==> src/rtl/c_align_buffer_if.sv <==
// c_align_buffer_if: fetch-side and decode-side handshake bundle for c_align_buffer.
// slave is the buffer's view, master is the driver/consumer view.
interface c_align_buffer_if #(
    parameter int FETCH_HW = 2,
    parameter int DEPTH_HW = 8
);
    logic                        flush_i;
    logic [31:0]                 flush_pc_i;
    logic                        fetch_valid_i;
    logic                        fetch_ready_o;
    logic [16*FETCH_HW-1:0]      fetch_data_i;
    logic                        inst_valid_o;
    logic                        inst_ready_i;
    logic [31:0]                 inst_o;
    logic [31:0]                 inst_pc_o;
    logic                        inst_is_comp_o;
    logic [$clog2(DEPTH_HW):0]   count_o;

    modport slave (
        input  flush_i, flush_pc_i, fetch_valid_i, fetch_data_i, inst_ready_i,
        output fetch_ready_o, inst_valid_o, inst_o, inst_pc_o, inst_is_comp_o, count_o
    );

    modport master (
        output flush_i, flush_pc_i, fetch_valid_i, fetch_data_i, inst_ready_i,
        input  fetch_ready_o, inst_valid_o, inst_o, inst_pc_o, inst_is_comp_o, count_o
    );
endinterface

==> src/rtl/c_align_buffer.sv <==
// c_align_buffer: halfword FIFO that realigns fetch words into 16/32-bit instructions.
// Define C_ALIGN_COMP_EN to accept compressed (16-bit) instructions.
module c_align_buffer #(
    parameter int FETCH_HW = 2,
    parameter int DEPTH_HW = 8
) (
    input logic              clk,
    input logic              reset,
    c_align_buffer_if.slave  bus
);
    localparam int AW = $clog2(DEPTH_HW);
    localparam int PW = AW + 1;
    localparam int SW = $clog2(FETCH_HW);

    logic [15:0]   mem [DEPTH_HW];
    logic [PW-1:0] wr_ptr, rd_ptr, rd_nxt, count, need;
    logic [SW-1:0] skip, skip_in;
    logic [31:0]   pc, pc_in, inst, held_inst;
    logic [15:0]   h0, h1;
    logic          comp, held_comp, valid, fetch_ready, push, pop;

    always_comb begin
        count = wr_ptr - rd_ptr;
        rd_nxt = rd_ptr + PW'(1);
        h0 = mem[rd_ptr[AW-1:0]];
        h1 = mem[rd_nxt[AW-1:0]];
`ifdef C_ALIGN_COMP_EN
        comp = h0[1:0] != 2'b11;
        pc_in = {bus.flush_pc_i[31:1], 1'b0};
        skip_in = bus.flush_pc_i[SW:1];
`else
        comp = 1'b0;
        pc_in = {bus.flush_pc_i[31:2], 2'b00};
        skip_in = bus.flush_pc_i[SW:1] & ~SW'(1);
`endif
        need = comp ? PW'(1) : PW'(2);
        valid = count >= need;
        inst = comp ? {16'h0000, h0} : {h1, h0};
        fetch_ready = !bus.flush_i && count <= PW'(DEPTH_HW - FETCH_HW);
        push = bus.fetch_valid_i && fetch_ready;
        pop = valid && bus.inst_ready_i && !bus.flush_i;
    end

    assign bus.fetch_ready_o = fetch_ready;
    assign bus.count_o = count;
    assign bus.inst_valid_o = valid;
    assign bus.inst_pc_o = pc;
    assign bus.inst_o = valid ? inst : held_inst;
    assign bus.inst_is_comp_o = valid ? comp : held_comp;

    // halfwords below the post-flush entry point are dropped, the rest pack from wr_ptr
    always_ff @(posedge clk) begin
        if (push)
            for (int i = 0; i < FETCH_HW; i++)
                if (i >= int'(skip))
                    mem[AW'(wr_ptr + PW'(i) - PW'(skip))] <= bus.fetch_data_i[16*i +: 16];
    end

    always_ff @(posedge clk) begin
        if (reset) begin
            wr_ptr <= '0;
            rd_ptr <= '0;
            skip <= '0;
            pc <= '0;
            held_inst <= '0;
            held_comp <= 1'b0;
        end else if (bus.flush_i) begin
            wr_ptr <= '0;
            rd_ptr <= '0;
            skip <= skip_in;
            pc <= pc_in;
        end else begin
            if (push) begin
                wr_ptr <= wr_ptr + PW'(FETCH_HW) - PW'(skip);
                skip <= '0;
            end
            if (pop) begin
                rd_ptr <= rd_ptr + need;
                pc <= pc + (32'(need) << 1);
            end
            if (valid) begin
                held_inst <= inst;
                held_comp <= comp;
            end
        end
    end
endmodule

==> src/flat_wrapper.sv <==
// flat-port wrapper written by rule: the top's interface ports become plain ports
module c_align_buffer_flat 
#(
    parameter int FETCH_HW = 2,
    parameter int DEPTH_HW = 8
)
  (clk, reset, bus_flush_i, bus_flush_pc_i, bus_fetch_valid_i, bus_fetch_data_i, bus_inst_ready_i, bus_fetch_ready_o, bus_inst_valid_o, bus_inst_o, bus_inst_pc_o, bus_inst_is_comp_o, bus_count_o);
  c_align_buffer_if #(.FETCH_HW(FETCH_HW), .DEPTH_HW(DEPTH_HW)) bus_i ();
  input logic clk;
  input logic reset;
  input wire logic [$bits(bus_i.flush_i)-1:0] bus_flush_i;
  input wire logic [$bits(bus_i.flush_pc_i)-1:0] bus_flush_pc_i;
  input wire logic [$bits(bus_i.fetch_valid_i)-1:0] bus_fetch_valid_i;
  input wire logic [$bits(bus_i.fetch_data_i)-1:0] bus_fetch_data_i;
  input wire logic [$bits(bus_i.inst_ready_i)-1:0] bus_inst_ready_i;
  output wire logic [$bits(bus_i.fetch_ready_o)-1:0] bus_fetch_ready_o;
  output wire logic [$bits(bus_i.inst_valid_o)-1:0] bus_inst_valid_o;
  output wire logic [$bits(bus_i.inst_o)-1:0] bus_inst_o;
  output wire logic [$bits(bus_i.inst_pc_o)-1:0] bus_inst_pc_o;
  output wire logic [$bits(bus_i.inst_is_comp_o)-1:0] bus_inst_is_comp_o;
  output wire logic [$bits(bus_i.count_o)-1:0] bus_count_o;
  assign bus_i.flush_i = bus_flush_i;
  assign bus_i.flush_pc_i = bus_flush_pc_i;
  assign bus_i.fetch_valid_i = bus_fetch_valid_i;
  assign bus_i.fetch_data_i = bus_fetch_data_i;
  assign bus_i.inst_ready_i = bus_inst_ready_i;
  assign bus_fetch_ready_o = bus_i.fetch_ready_o;
  assign bus_inst_valid_o = bus_i.inst_valid_o;
  assign bus_inst_o = bus_i.inst_o;
  assign bus_inst_pc_o = bus_i.inst_pc_o;
  assign bus_inst_is_comp_o = bus_i.inst_is_comp_o;
  assign bus_count_o = bus_i.count_o;
  c_align_buffer #(.FETCH_HW(FETCH_HW), .DEPTH_HW(DEPTH_HW)) u_core (.clk(clk), .reset(reset), .bus(bus_i));
endmodule
==> config.mk <==
export PLATFORM = sky130hd
export DESIGN_NAME = c_align_buffer_flat
export DESIGN_NICKNAME = d
export VERILOG_FILES = /design/src/rtl/c_align_buffer_if.sv /design/src/rtl/c_align_buffer.sv /design/src/flat_wrapper.sv
export SDC_FILE = /design/constraint.sdc
export NUM_CORES = 1
export LEC_CHECK = 0
export ABC_AREA = 1
export BUFFER_PORTS_ARGS = -buffer_cell sky130_fd_sc_hd__clkbuf_2
export CORE_UTILIZATION = 55
export DETAILED_ROUTE_END_ITERATION = 7
export GPL_TIMING_DRIVEN = 0
export PLACE_DENSITY = 0.82
export SYNTH_ARGS = -nofsm -noshare
export SYNTH_HDL_FRONTEND = slang
export SYNTH_SLANG_ARGS = --single-unit
==> constraint.sdc <==
create_clock -name clk -period 4.3 [get_ports clk]
set_clock_uncertainty 0.05 [all_clocks]
set_input_delay 0.86 -clock clk [delete_from_list [all_inputs] [get_ports clk]]
set_output_delay 0.86 -clock clk [all_outputs]
set_load 0.01 [all_outputs]
==> reports/qor.yml <==
die_x_um: 130.7
crit_buf_inv: 5
track_usage: 0.2790
fin_crit_ns: 4.114
synth_area_um2: 9110
place.gp.congestion: 0.9465
layout_worst_path_cycle_share: 0.9567
cts_resized: 0
die_area_um2: 17080
p_leak_nw: 4.178
io_buffer_count: 132
seq_area_frac_synth: 0.5779
fin_hold_ws_ns: 0.4132
synth_seq_cells: 199
antenna_left: 0
synthMuxAreaShare: 0.002198
final_cell_mix: "nand2_1, clkbuf_2, edfxtp_1"
core_um2: 16000
root_buffer: "clkbuf_16"
slowest_delay_ns: 0.56
io_pins: 140
grt_pass1_vias: 7030
dp_hpwl_um: 15820
outcome: "complete, no violations"
synth.distinct_cells: 38
async_reset_ff_frac: 0
cts_hold_buf: 0
synth_xor_area_frac: 0.007691
finish.net_count: 1234
endpoint: "bus_inst_o[19]"
synthCells: 1001
dr.first_iter.drc_count: 770
vias_per_cell: 5.574
powerDensity_nw_per_um2: 417.8
fin_cells: 1386
final_common_cell: "nand2_1"
synth_adder_area_share: 0.01181
insertion_delay_ns: 0.44
drc: 0
tns_ns: 0
cts_max_level: 4
reg2regPathDepth: 8
relSlewSlack: 0.2239
grt_overflow: 0
crit_family: "buffers and inverters"
worstPathRequired_ns: 3.39
finalSetupViolCount: 0
setup_slack_ns: 0.1861
rsz0062_at_grt: "no"
cp_max_fo: 10
dp.cells: 1354
peakVddDrop_mv: 0.3284
wl_um: 23200
netlist.area_leader.share: 0.4219
start_kind: "flop"
cts_tree: "done"
grt_max_degree: 35
yosysTopAreaCell: "edfxtp_1"
yosys_most_used_dff: "edfxtp_1"
fmax_mhz: 243.1
area_growth_syn_to_layout_pct: 17.76
rrSetupSlack_ns: 0.96
synthTopCellsByArea: "edfxtp_1, dfxtp_1, nand2_1"
tightest_slew_ns: 1.161
crit_path_start: "u_core.rd_ptr[2]"
crit_chain: "clkinv_1, clkbuf_2, fa_1, nor2_1, nand3_4, inv_2, buf_2, nand2_1, o21ai_0, clkbuf_2"
cp-end-kind: "primary output"
start_util: 0.5694
syn_area_per_cell_um2: 9.101
firstDrtPassIters: 6
wl_per_cell_um: 16.74
cts_setup_buffers: 0
clk_pin_slew_ns: 0.07
r2r_end: "u_core.mem[6][13]"
hold_depth: 2
clkSinkCount: 199
worst-path-stages: 10
row_count: 46
synth_edf_count: 128
yosys_warnings: 0
crit_type: "flop to primary output"
dieHeight_um: 130.7
cap_viol_max_count: 0
cpMostUsedCell: "clkbuf_2"
worstHoldPathType: "flop to flop"
drive_gt1_frac: 0.2145
antenna_found_initial: 0
slew_violations: 0
cts_made_buffers: 17
hold_viol_final: 0
synth_simple_gate_area_frac: 0.2134
vias: 7726
dp_slack_ns: 0.5418
n_antenna_cell: 0
cp_slowest_cell: "fa_1"
worst_ep_arrival_time_ns: 3.20
synth-compound-area-share: 0.1345
synth_top_family_by_area: "simple AND/OR/NAND/NOR gates"
clockBufferDepth: 2
grt_pass1_wl_um: 35220
r2r_start: "u_core.rd_ptr[2]"
## worst min path at each step
stage,from,to,slack [ns]
after floorplan,u_core.held_comp,u_core.held_comp,0.37
after global placement,u_core.held_comp,u_core.held_comp,0.38
after detailed placement,u_core.held_comp,u_core.held_comp,0.40
after CTS,u_core.held_comp,u_core.held_comp,0.41
after global routing,u_core.held_comp,u_core.held_comp,0.43
final,u_core.held_comp,u_core.held_comp,0.41
## stage by stage
stage	utilization	instance area, um^2	power [mW]
final	0.6705	10730	4.482
after CTS	0.6702	10720	4.477
after global placement	0.6280	10050	2.928
after floorplan	-	9117	2.664
after detailed placement	0.6336	10140	2.953
after global routing	0.6705	10730	4.643
## registers in the layout, summed over array words and instances (netlist names), named ones only
signal and flops:
u_core.bus.inst_pc_o 30, u_core.held_comp 1, u_core.held_inst 32, u_core.mem 128, u_core.rd_ptr 3, u_core.wr_ptr 3
## kinds of logic (layout without fill, tap and decap cells)
kind of cell / count (synthesis) / count (layout)
AND/OR/NAND/NOR: 486 / 486
flip-flops: 199 / 199
AO/OA/AOI/OAI: 198 / 198
buffers and inverters: 99 / 266
adder cells (fa/ha/maj): 8 / 8
XOR/XNOR: 8 / 8
multiplexers: 2 / 2
other: 1 / 3
## area by class of cell
class,instances,area (um^2)
plain buffers,57,319.1
clock buffers,18,450.4
clock inverters,14,135.1
fillers,1257,5273
inverters,42,158.9
multi-input cells,705,3401
flip-flops and latches,199,5265
well taps,216,270.3
repair buffers,135,728.2
## worst min-delay path: cells and delay by family, from the launching register on
family / cells / cell delay, ns
AND/OR/NAND/NOR: 1 / 0.05
buffers and inverters: 1 / 0.06
flip-flops: 1 / 0.31
## Yosys cell counts (all sizes together) (5+ instances only)
| cell | count |
|---|---|
| nand2 | 325 |
| a21oi | 87 |
| ha | 7 |
| inv | 39 |
| dfxtp | 71 |
| xnor2 | 5 |
| clkbuf | 21 |
| a211oi | 16 |
| o21ai | 76 |
| edfxtp | 128 |
| buf | 36 |
| a32o | 16 |
| nand3 | 30 |
| nor2 | 125 |
## power by group
part | total, mW | switching [mW] | internal (mW)
Clock | 1.56 | 0.758 | 0.799
Combinational | 0.733 | 0.466 | 0.267
Sequential | 2.19 | 0.0716 | 2.12
## metal layers
layer,up-vias,GRT usage,routed length [um],share of wire
li1,3679,-,-,-
met1,3629,0.3659,9704,0.42
met2,365,0.4528,11100,0.48
met3,53,0.05252,1853,0.080
met4,0,0.1251,537,0.023
met5,-,0,0,0
Power figures use the tool's default switching activity.
